File: src/rtl/dmem_xfer_pkg.sv
// Shared types and default widths for the data-memory port controller.
package dmem_xfer_pkg;

    localparam int DEF_AW = 8;
    localparam int DEF_LW = DEF_AW + 1;

    typedef enum logic [1:0] {
        IDLE = 2'd0,
        RD   = 2'd1,
        WR   = 2'd2,
        DONE = 2'd3
    } state_t;

endpackage

File: src/rtl/dmem_xfer.sv
// Data-memory port controller: muxes the single memory port between the CPU
// load/store path and a byte-at-a-time block-copy engine.
module dmem_xfer
    import dmem_xfer_pkg::*;
#(
    parameter int AW = DEF_AW,
    parameter int LW = AW + 1
) (
    input  logic          clk,
    input  logic          rst_n,
    input  logic [AW-1:0] cpu_addr,
    input  logic          cpu_rd,
    input  logic          cpu_wr,
    input  logic [7:0]    cpu_wdata,
    output logic [7:0]    cpu_rdata,
    output logic          cpu_stall,
    input  logic          xfer_start,
    input  logic [AW-1:0] xfer_src,
    input  logic [AW-1:0] xfer_dst,
    input  logic [LW-1:0] xfer_len,
    output logic          xfer_busy,
    output logic          xfer_done,
    output logic [AW-1:0] mem_addr,
    output logic          mem_read,
    output logic          mem_write,
    output logic [7:0]    mem_wdata,
    input  logic [7:0]    mem_rdata,
    output state_t        dbgState
);

    // Handshake: a CPU request (cpu_rd/cpu_wr) is accepted in any cycle where
    // cpu_stall=0; while stalled the CPU holds its request unchanged.
    // xfer_start is a single-cycle strobe honoured only in IDLE.

    state_t        state;
    logic [AW-1:0] srcPtr;
    logic [AW-1:0] dstPtr;
    logic [LW-1:0] cnt;
    logic [7:0]    dataBuf;

    always_ff @(posedge clk) begin
        if (!rst_n) begin
            state     <= IDLE;
            srcPtr    <= '0;
            dstPtr    <= '0;
            cnt       <= '0;
            dataBuf   <= '0;
            xfer_busy <= 1'b0;
            xfer_done <= 1'b0;
        end else begin
            xfer_done <= 1'b0;
            case (state)
                IDLE: begin
                    if (xfer_start) begin
                        srcPtr <= xfer_src;
                        dstPtr <= xfer_dst;
                        cnt    <= xfer_len;
                        if (xfer_len != '0) begin
                            state     <= RD;
                            xfer_busy <= 1'b1;
                        end else begin
                            state     <= DONE;
                            xfer_done <= 1'b1;
                        end
                    end
                end
                RD: begin
                    dataBuf <= mem_rdata;
                    srcPtr  <= srcPtr + AW'(1);
                    state   <= WR;
                end
                WR: begin
                    dstPtr <= dstPtr + AW'(1);
                    cnt    <= cnt - LW'(1);
                    if (cnt != LW'(1)) begin
                        state <= RD;
                    end else begin
                        state     <= DONE;
                        xfer_busy <= 1'b0;
                        xfer_done <= 1'b1;
                    end
                end
                default: state <= IDLE;
            endcase
        end
    end

    always_comb begin
        mem_addr  = cpu_addr;
        mem_read  = cpu_rd;
        mem_write = cpu_wr;
        mem_wdata = cpu_wdata;
        cpu_stall = 1'b0;
        case (state)
            RD: begin
                mem_addr  = srcPtr;
                mem_read  = 1'b1;
                mem_write = 1'b0;
                cpu_stall = cpu_rd | cpu_wr;
            end
            WR: begin
                mem_addr  = dstPtr;
                mem_read  = 1'b0;
                mem_write = 1'b1;
                mem_wdata = dataBuf;
                cpu_stall = cpu_rd | cpu_wr;
            end
            DONE: begin
                mem_read  = 1'b0;
                mem_write = 1'b0;
                cpu_stall = cpu_rd | cpu_wr;
            end
            default: ;
        endcase
        // A reset cycle must never commit a write, even mid-copy.
        if (!rst_n) begin
            mem_write = 1'b0;
            cpu_stall = 1'b0;
        end
    end

    assign cpu_rdata = mem_rdata;
    assign dbgState  = state;

endmodule

File: config.mk
export PLATFORM = sky130hd
export DESIGN_NAME = dmem_xfer
export DESIGN_NICKNAME = d
export VERILOG_FILES = /design/src/rtl/dmem_xfer_pkg.sv /design/src/rtl/dmem_xfer.sv
export SDC_FILE = /design/constraint.sdc
export NUM_CORES = 1
export LEC_CHECK = 0
export ABC_CLOCK_PERIOD_IN_PS = 5200
export CAP_MARGIN = 15
export CORE_ASPECT_RATIO = 0.9
export CORE_UTILIZATION = 49
export CTS_CLUSTER_SIZE = 24
export DETAILED_ROUTE_END_ITERATION = 8
export PLACE_DENSITY = 0.95
export REMOVE_ABC_BUFFERS = 1
export SLEW_MARGIN = 10
export SYNTH_ARGS = -nofsm -noshare
export SYNTH_HDL_FRONTEND = slang
export SYNTH_SLANG_ARGS = --single-unit
File: constraint.sdc
create_clock -name clk -period 5.2 [get_ports clk]
set_input_delay 1.3 -clock clk [delete_from_list [all_inputs] [get_ports clk]]
set_output_delay 1.3 -clock clk [all_outputs]
set_load 0.01 [all_outputs]
# After elaboration in Yosys (flattened, before gate mapping)
# Cells that the tools add are included.
dict set report classes {
  reduce_logical 10
  n_eq_ne 7
  mux 25
  n_bitwise 1
  n_addsub 3
}
# operator count
set op_table {}
lappend op_table {{$pmux 8 s2} 3}
lappend op_table {{$mux 8} 3}
lappend op_table {{$pmux 9 s2} 1}
lappend op_table {{$add 8x1->8 const B} 2}
lappend op_table {{$mux 1} 9}
lappend op_table {{$mux 9} 1}
lappend op_table {{$ne 9x1->1 const B} 1}
lappend op_table {{$reduce_bool 9->1} 1}
lappend op_table {{$sub 9x1->9 const B} 1}
lappend op_table {{$pmux 1 s2} 4}
lappend op_table {{$mux 2} 3}
lappend op_table {{$ne 2x2->1 const B} 3}
lappend op_table {{$pmux 2 s3} 1}
lappend op_table {{$eq 2x2->1 const B} 2}
lappend op_table {{$reduce_and 2->1} 2}
lappend op_table {{$reduce_and 4->1} 1}
lappend op_table {{$reduce_bool 2->1} 2}
lappend op_table {{$reduce_or 2->1} 2}
lappend op_table {{$reduce_or 3->1} 1}
lappend op_table {{$eq 2x1->1 const B} 1}
lappend op_table {{$logic_not 2->1} 1}
lappend op_table {{$or 1x1->1} 1}
dict set report word_totals {
  reg_bits 37
  out_inout_bits 31
}

# Logic depth before layout (Yosys ltp)
# Gate-level depths: netlist of the first run.
dict set report depth {
  depth_word 4
  mapped_depth 8
  mapped_depth_nobuf 6
}

# Worst setup path after synthesis of the first run
# OpenSTA, ideal clock, no wires.
dict set report synth_path {
  path_type {input to output}
  from {input rst_n}
  to {output cpu_stall}
  arrival_time_ns 2.072
  required_time_ns 3.900
  path_slack_ns 1.828
  stages 4
  path_cell_list {buf_2 -> inv_1 -> clkbuf_1 -> nor3_1}
}
dict set report synth_via {
  elab_chain_len 1
}
# element line
set synth_lines {}
lappend synth_lines {{start: declaration} dmem_xfer.sv:10} ;# input logic rst_n,
lappend synth_lines {{$mux 1} dmem_xfer.sv:116} ;# if (!rst_n) begin
lappend synth_lines {{end: declaration} dmem_xfer.sv:16} ;# output logic cpu_stall,
# Every way passes these cells.

# Worst setup path in the final report of the first run
# Same ends and word-level chain as after synthesis.

==> results of run 1 <==
## worst max-delay path, stage by stage
cell	delay (ns)
clkdlybuf4s50_1	0.45
buf_4	0.17
inv_1	0.08
nor3_1	0.19
clkdlybuf4s50_1	0.56
## synth_stat cells (8+ instances only)
library cell  number  share of area
a22oi_1           11          0.033
o21ai_0           17          0.034
ha_1               8          0.040
mux2i_1           11          0.044
buf_2              9          0.018
dfxtp_1           37           0.30
inv_1             12          0.018
a21oi_1           32          0.065
buf_4              9          0.027
mux2_2            10          0.045
nor2_1            34          0.052
nand2_1           22          0.033
## cell families after synthesis
group / count (synthesis)
AO/OA/AOI/OAI: 101
AND/OR/NAND/NOR: 95
adder cells (fa/ha/maj): 8
multiplexers: 22
buffers and inverters: 42
flip-flops: 37
## metrics by stage
stage | utilization | setup WS, ns | cell area [um2]
after CTS | 0.6849 | 1.133 | 3332
after detailed placement | 0.6672 | 1.135 | 3246
after global placement | 0.6672 | 1.180 | 3246
after global routing | 0.6849 | 0.9871 | 3332
final | 0.6849 | 1.140 | 3332
after floorplan | - | 1.939 | 2286
## layout by cell type (no fill, tap or decap), drive strengths merged
cell           instances
a31oi                  3
a311oi                 5
a22oi                 11
nand4b                 1
o22ai                  4
mux2                  10
mux2i                 12
nor2b                  6
nand2                 23
a211oi                 4
buf                    5
ha                     8
a21oi                 32
nor3b                  4
o211ai                 2
a21o                   1
a2bb2oi                1
dfxtp                 37
o21ai                 18
a221oi                 2
or2                    2
o311a                  2
a22o                   1
o2bb2ai                5
o311ai                 1
nand2b                 4
o31a                   1
and3                   3
o31ai                  3
o21a                   2
nor2                  34
inv                   13
clkdlybuf4s50         84
nand3                  5
nand4                  3
nor3                   6
and4b                  2
o32ai                  3
nor4                   2
clkbuf                 7
## metal layers
layer	part of all wire	global-route usage	wire length (um)	vias up
li1	-	-	-	1247
met3	0.075	0.06842	500	11
met5	0	0	0	-
met4	0.012	0.09188	82	0
met1	0.41	0.3057	2716	1183
met2	0.50	0.4663	3333	123
## state kept, by name (all words and copies together) (netlist names)
register	flops
xfer_done	1
dstPtr	8
xfer_busy	1
dataBuf	8
dbgState	2
cnt	9
srcPtr	8
## power groups by stage
stage	Clock [mW]	Combinational, mW	Sequential, mW
detailed placement	0	0.456	0.372
floorplan	0	0.269	0.363
global placement	0	0.440	0.369
finish	0.206	0.464	0.368
CTS	0.208	0.461	0.366
global route	0.221	0.507	0.372
## area by class of cell
class	count	area (um2)	area share
multi-input cells	226	1496	0.4491
well taps	65	81.33	0.02441
flip-flops and latches	37	740.7	0.2223
inverters	13	48.80	0.01465
clock buffers	7	86.33	0.02591
repair buffers	89	878.3	0.2636
## worst min-delay path by stage
stage,start,end,slack [ns]
after detailed placement,cnt[1],cnt[1],0.47
final,cnt[1],cnt[1],0.47
after global placement,cnt[1],cnt[1],0.46
after CTS,cnt[1],cnt[1],0.48
after global routing,cnt[1],cnt[1],0.50
after floorplan,cnt[1],cnt[1],0.45
==> results.ini, run 1 <==
[placement]
dp.cells = 430
place.port_buffers = 84
hpwl_mm = 4.708
place_congestion = 0.8597

[power]
peakVddDrop_v = 0.0001742
seqPwrFrac = 0.354
power.internal_mw = 0.6559
combPwrFrac = 0.447
total_power_mw = 1.037
p_leak_nw = 1.217
p_switching_mw = 0.3811
pwr_density_cell_nw_per_um2 = 311.2
switching_share = 0.3675
power_frac_clock = 0.199

[grt]
grt_max_degree = 31
grt_pass1_vias = 2532
gr-total-overflow = 0
grt_pass1_wl_mm = 11.39
antenna_found_initial = 0
track_usage = 0.2638

[final_layout]
fin_nets = 434
final_layout_size_suffix_gt1_frac = 0.08333
nFillCells = 396
diodes = 0
area_growth_pct = 34.50
final_cells = 437

[synth]
synth_compound_area_frac = 0.2727
synth_top_family_by_area = compound AO/OA/AOI/OAI gates
ys_types = 49
syn_inst = 305
synth_mux_area_frac = 0.09899
synth_edf_count = 0
synthSimpleGateAreaFrac = 0.1919
synth-xor-area-share = 0
synth_fa_ha_area_frac = 0.04040
synth.ff_latch_count = 37
ys.flop_type = dfxtp_1
syn_area_um2 = 2477
yosysWarnings = 0
syn_area_per_cell_um2 = 8.123
ys_seq_area_frac = 0.2990
synth_async_sr_flop_share = 0

[sta]
final.setup.tns_ns = 0
report.final.slew_viol_count = 0
clock_skew_ns = 0.01029
max_freq_mhz = 246.3
tightestPinTransition_ns = 0.5545
rsz0062_at_grt = false
finalCriticalPeriod_ns = 4.060
fin_crit_sh = 0.7807
slew_headroom = 0.6275
hold_slack_ns = 0.4727
hold_violations = 0
finalSetupViolCount = 0

[drt]
routed_wl_mm = 6.634
vias_per_cell = 5.867
ant_nets = 0
drt_pre_antenna_iters = 5
drc = 0
wire_per_inst_um = 15.18
vias = 2564
initialDrtViolationCount = 246

[cts]
postCtsHoldBufs = 0
cts.clk_slew.worst_paths_ns = 0.06
clock-root-buffer = clkbuf_8
cts_setup_buffers = 0
h-tree-depth = 2
clk_latency_ns = 0.29
cts_buffers = 5
cts_tree = built
clock_path_buffers = 2
clock_sinks = 37
cts.repair.resized = 0

[worst_setup_path]
cp_max_fo = 10
r2r_end = srcPtr[3]
criticalPathCategory = in -> out
worst-r2r-cell-count = 7
end_kind = output pin
reg2reg_from = dbgState[1]
cp_data_arrival_time_ns = 2.76
startpoint = rst_n
rrSetupSlack_ns = 3.10
cp.required_ns = 3.90
cp-endpoint = cpu_stall
crit_path_start_kind = input port

[floorplanning]
die_x_um = 76.95
io_pins = 85
die-area_um2 = 5345
fp-row-count = 24
initial_core_util = 0.5093
core_um2 = 4865
die_h_um = 69.46

[min_path]
hold_path_class = reg -> reg
min_path_cells = 2

[status]
outcome = complete, no violations

[run]
max_cap_violations = 0

Note: power is estimated with default switching activity, not from simulation.
==> inputs of run 2 (changes only) <==
--- a/config.mk
+++ b/config.mk
@@ -5,13 +5,13 @@
 export SDC_FILE = /design/constraint.sdc
 export NUM_CORES = 1
 export LEC_CHECK = 0
-export ABC_CLOCK_PERIOD_IN_PS = 5200
+export ABC_CLOCK_PERIOD_IN_PS = 3530
 export CAP_MARGIN = 15
 export CORE_ASPECT_RATIO = 0.9
-export CORE_UTILIZATION = 49
+export CORE_UTILIZATION = 41
 export CTS_CLUSTER_SIZE = 24
 export DETAILED_ROUTE_END_ITERATION = 8
-export PLACE_DENSITY = 0.95
+export PLACE_DENSITY = 0.86
 export REMOVE_ABC_BUFFERS = 1
 export SLEW_MARGIN = 10
 export SYNTH_ARGS = -nofsm -noshare
==> constraint.sdc (replaced) <==
create_clock -name clk -period 3.53 [get_ports clk]
set_input_delay 0.8825 -clock clk [delete_from_list [all_inputs] [get_ports clk]]
set_output_delay 0.8825 -clock clk [all_outputs]
set_load 0.01 [all_outputs]
==> run 2 against run 1 <==
Compared with the run above:
- critical path depth stayed put
- combinational power is 45% higher
- final cell count is 1.1% higher
- sequential share of layout area is 0.25 points lower
- largest power group unchanged
- count of clock-buffer cells in the layout is 1 lower
- highest routed layer unchanged
- worst hold slack better by 0.0016 ns
- the run now ends with DRC left
- routed wire length is 2.0% lower
- power is 55% higher
- setup slack worse by 0.82 ns
- final area is 1.1% higher
- sequential power is 47% higher
- first-iteration DRC count is 26% lower
==> results.ini, run 2 (synthesis gave the netlist of run 1 again) <==
[grt]
track_usage = 0.2116  ; was 0.2638
gr-total-overflow = 0  ; unchanged
grt_max_degree = 31  ; unchanged
grt_pass1_wl_mm = 10.71  ; was 11.39 mm
antenna_found_initial = 0  ; unchanged
grt_pass1_vias = 2394  ; was 2532

[worst_setup_path]
crit_slowest_cell = ha_2  ; was clkdlybuf4s50_1
cp.required_ns = 2.65  ; was 3.90 ns
cp_max_fo = 30  ; was 10
startpoint = dbgState[0]  ; was rst_n
criticalPathCategory = reg -> out  ; was in -> out
critPathMaxStageDelay_ns = 0.62  ; was 0.56 ns
cp_data_arrival_time_ns = 2.32  ; was 2.76 ns
reg2reg_from = dbgState[0]  ; was dbgState[1]
crit_path_start_kind = flip-flop  ; was input port
end_kind = output pin  ; unchanged
path_cells = inv_1 -> ha_2 -> a22oi_1 -> a21oi_1 -> clkdlybuf4s50_1  ; was clkdlybuf4s50_1 -> buf_4 -> inv_1 -> nor3_1 -> clkdlybuf4s50_1

[min_path]
hold_path_class = reg -> reg  ; unchanged
hold_path.startpoint = cnt[1]  ; unchanged

[cts]
cts_setup_buffers = 0  ; unchanged
cts_buffers = 5  ; unchanged
h-tree-depth = 2  ; unchanged
clock-root-buffer = clkbuf_8  ; unchanged
cts_tree = built  ; unchanged
clock_path_buffers = 2  ; unchanged
cts.clk_slew.worst_paths_ns = 0.08  ; was 0.06 ns
clk_latency_ns = 0.29  ; about the same
clock_sinks = 37  ; unchanged

[final_layout]
final_common_cell = clkdlybuf4s50_1  ; unchanged
fin_nets = 433  ; was 434
largest_reg_flops = 9  ; unchanged
design_area_um2 = 3369  ; was 3332 um2
final_layout_size_suffix_gt1_frac = 0.09140  ; was 0.08333
nFillCells = 515  ; was 396
area_growth_pct = 36.01  ; was 34.50%
final_cells = 442  ; was 437
regMostFlops = cnt  ; unchanged
final_cell_mix = clkdlybuf4s50_1, dfxtp_1, nor2_1  ; unchanged
diodes = 0  ; unchanged

[placement]
hpwl_mm = 4.642  ; was 4.708 mm
place.port_buffers = 84  ; unchanged
dp.cells = 434  ; was 430
dpl_cell_area_um2 = 3247  ; was 3246 um2
dp_slack_ns = 0.4116  ; was 1.135 ns
place_congestion = 0.8504  ; was 0.8597

[power]
pwr_density_cell_nw_per_um2 = 476.1  ; was 311.2 nW/um2
peakVddDrop_v = 0.0002062  ; was 0.0001742 V
p_leak_nw = 1.222  ; was 1.217 nW

[floorplanning]
initial_core_util = 0.4302  ; was 0.5093
io_pins = 85  ; unchanged
die_x_um = 83.94  ; was 76.95 um
fp-row-count = 26  ; was 24
die-area_um2 = 6358  ; was 5345 um2
core_um2 = 5758  ; was 4865 um2
die_h_um = 75.75  ; was 69.46 um

[drt]
drt_pre_antenna_iters = 7  ; was 5
vias_per_cell = 5.697  ; was 5.867
wire_per_inst_um = 14.71  ; was 15.18 um
initialDrtViolationCount = 183  ; was 246
ant_nets = 0  ; unchanged
drc = 9  ; was 0
vias = 2518  ; was 2564
routed_wl_mm = 6.502  ; was 6.634 mm

[sta]
max_freq_mhz = 311.9
clock_skew_ns = 0.01089  ; was 0.01029 ns
final.setup.tns_ns = 0  ; unchanged
fin_crit_sh = 0.9083
slew_headroom = 0.5594  ; was 0.6275
tightestPinTransition_ns = 0.6608  ; was 0.5545 ns
report.final.slew_viol_count = 0  ; unchanged
finalSetupViolCount = 0  ; unchanged
hold_violations = 0  ; unchanged
finalCriticalPeriod_ns = 3.206
rsz0062_at_grt = false  ; unchanged
setup_slack_ns = 0.3236  ; was 1.140 ns

[run]
max_cap_violations = 0  ; unchanged

[status]
outcome = complete, but fails checks  ; was complete, no violations
violations = DRC

-- run 2: routing by layer --
metal | wire length [um] | vias to the layer above | part of all wire | GRT usage
met5 | 0 | - | 0 | 0
met4 | 90 | 0 | 0.014 | 0.08046
met3 | 388 | 8 | 0.060 | 0.05742
met2 | 3142 | 84 | 0.48 | 0.3825
met1 | 2880 | 1187 | 0.44 | 0.2452
li1 | - | 1239 | - | -
-- run 2: path summary, 6_finish.rpt --
| check | to | slack, ns | cells after the start |
|---|---|---|---|
| setup reg to reg | xfer_busy | 1.16 | 7 |
| hold reg to reg | cnt[1] | 0.47 | 2 |
| setup / recovery | mem_addr[5] | 0.32 | 5 |
| hold / removal | cnt[1] | 0.47 | 2 |
-- run 2: cell type report --
cell class                      instances  area, um2  share of cell area
Sequential cell                        37      740.7              0.2198
Inverter                               13      48.80             0.01448
Clock buffer                            6      82.58             0.02451
Multi-Input combinational cell        226       1501              0.4456
Timing Repair Buffer                   88      870.8              0.2584
Tap cell                               70      87.58             0.02599
Clock inverter                          2      37.54             0.01114
-- run 2: power by group --
| part | switching (mW) | internal, mW |
|---|---|---|
| combinational | 0.338 | 0.336 |
| clock | 0.161 | 0.230 |
| sequential | 0.0644 | 0.476 |
-- run 2: through the flow --
stage / hold WS (ns) / util / total power [mW]
after floorplan: 0.4450 / - / 0.9303
after detailed placement: 0.4651 / 0.5639 / 1.215
final: 0.4743 / 0.5852 / 1.604
after global routing: 0.5107 / 0.5852 / 1.709
after global placement: 0.4611 / 0.5639 / 1.195
after CTS: 0.4754 / 0.5847 / 1.608
-- run 2: worst max-delay path: cells and delay by family, from the launching register on --
family                     cells  cell delay, ns
adders and majority gates      1            0.62
AOI/OAI and AO/OA              2            0.39
DFF                            1            0.36
buffers and inverters          2            0.64
-- run 2: timing repair --
item,in CTS,in global routing
hold endpoints to repair,0,0
hold buffers,0,0
gates resized for setup,0,1
endpoints found under the setup margin,0,1
==> inputs of run 3 (changes only) <==
--- a/config.mk
+++ b/config.mk
@@ -11,6 +11,7 @@
 export CORE_UTILIZATION = 41
 export CTS_CLUSTER_SIZE = 24
 export DETAILED_ROUTE_END_ITERATION = 8
+export HOLD_SLACK_MARGIN = 0.06
 export PLACE_DENSITY = 0.86
 export REMOVE_ABC_BUFFERS = 1
 export SLEW_MARGIN = 10
==> results of run 3 <==
No change in the layout: final DEF, timing and power equal those of run 2.
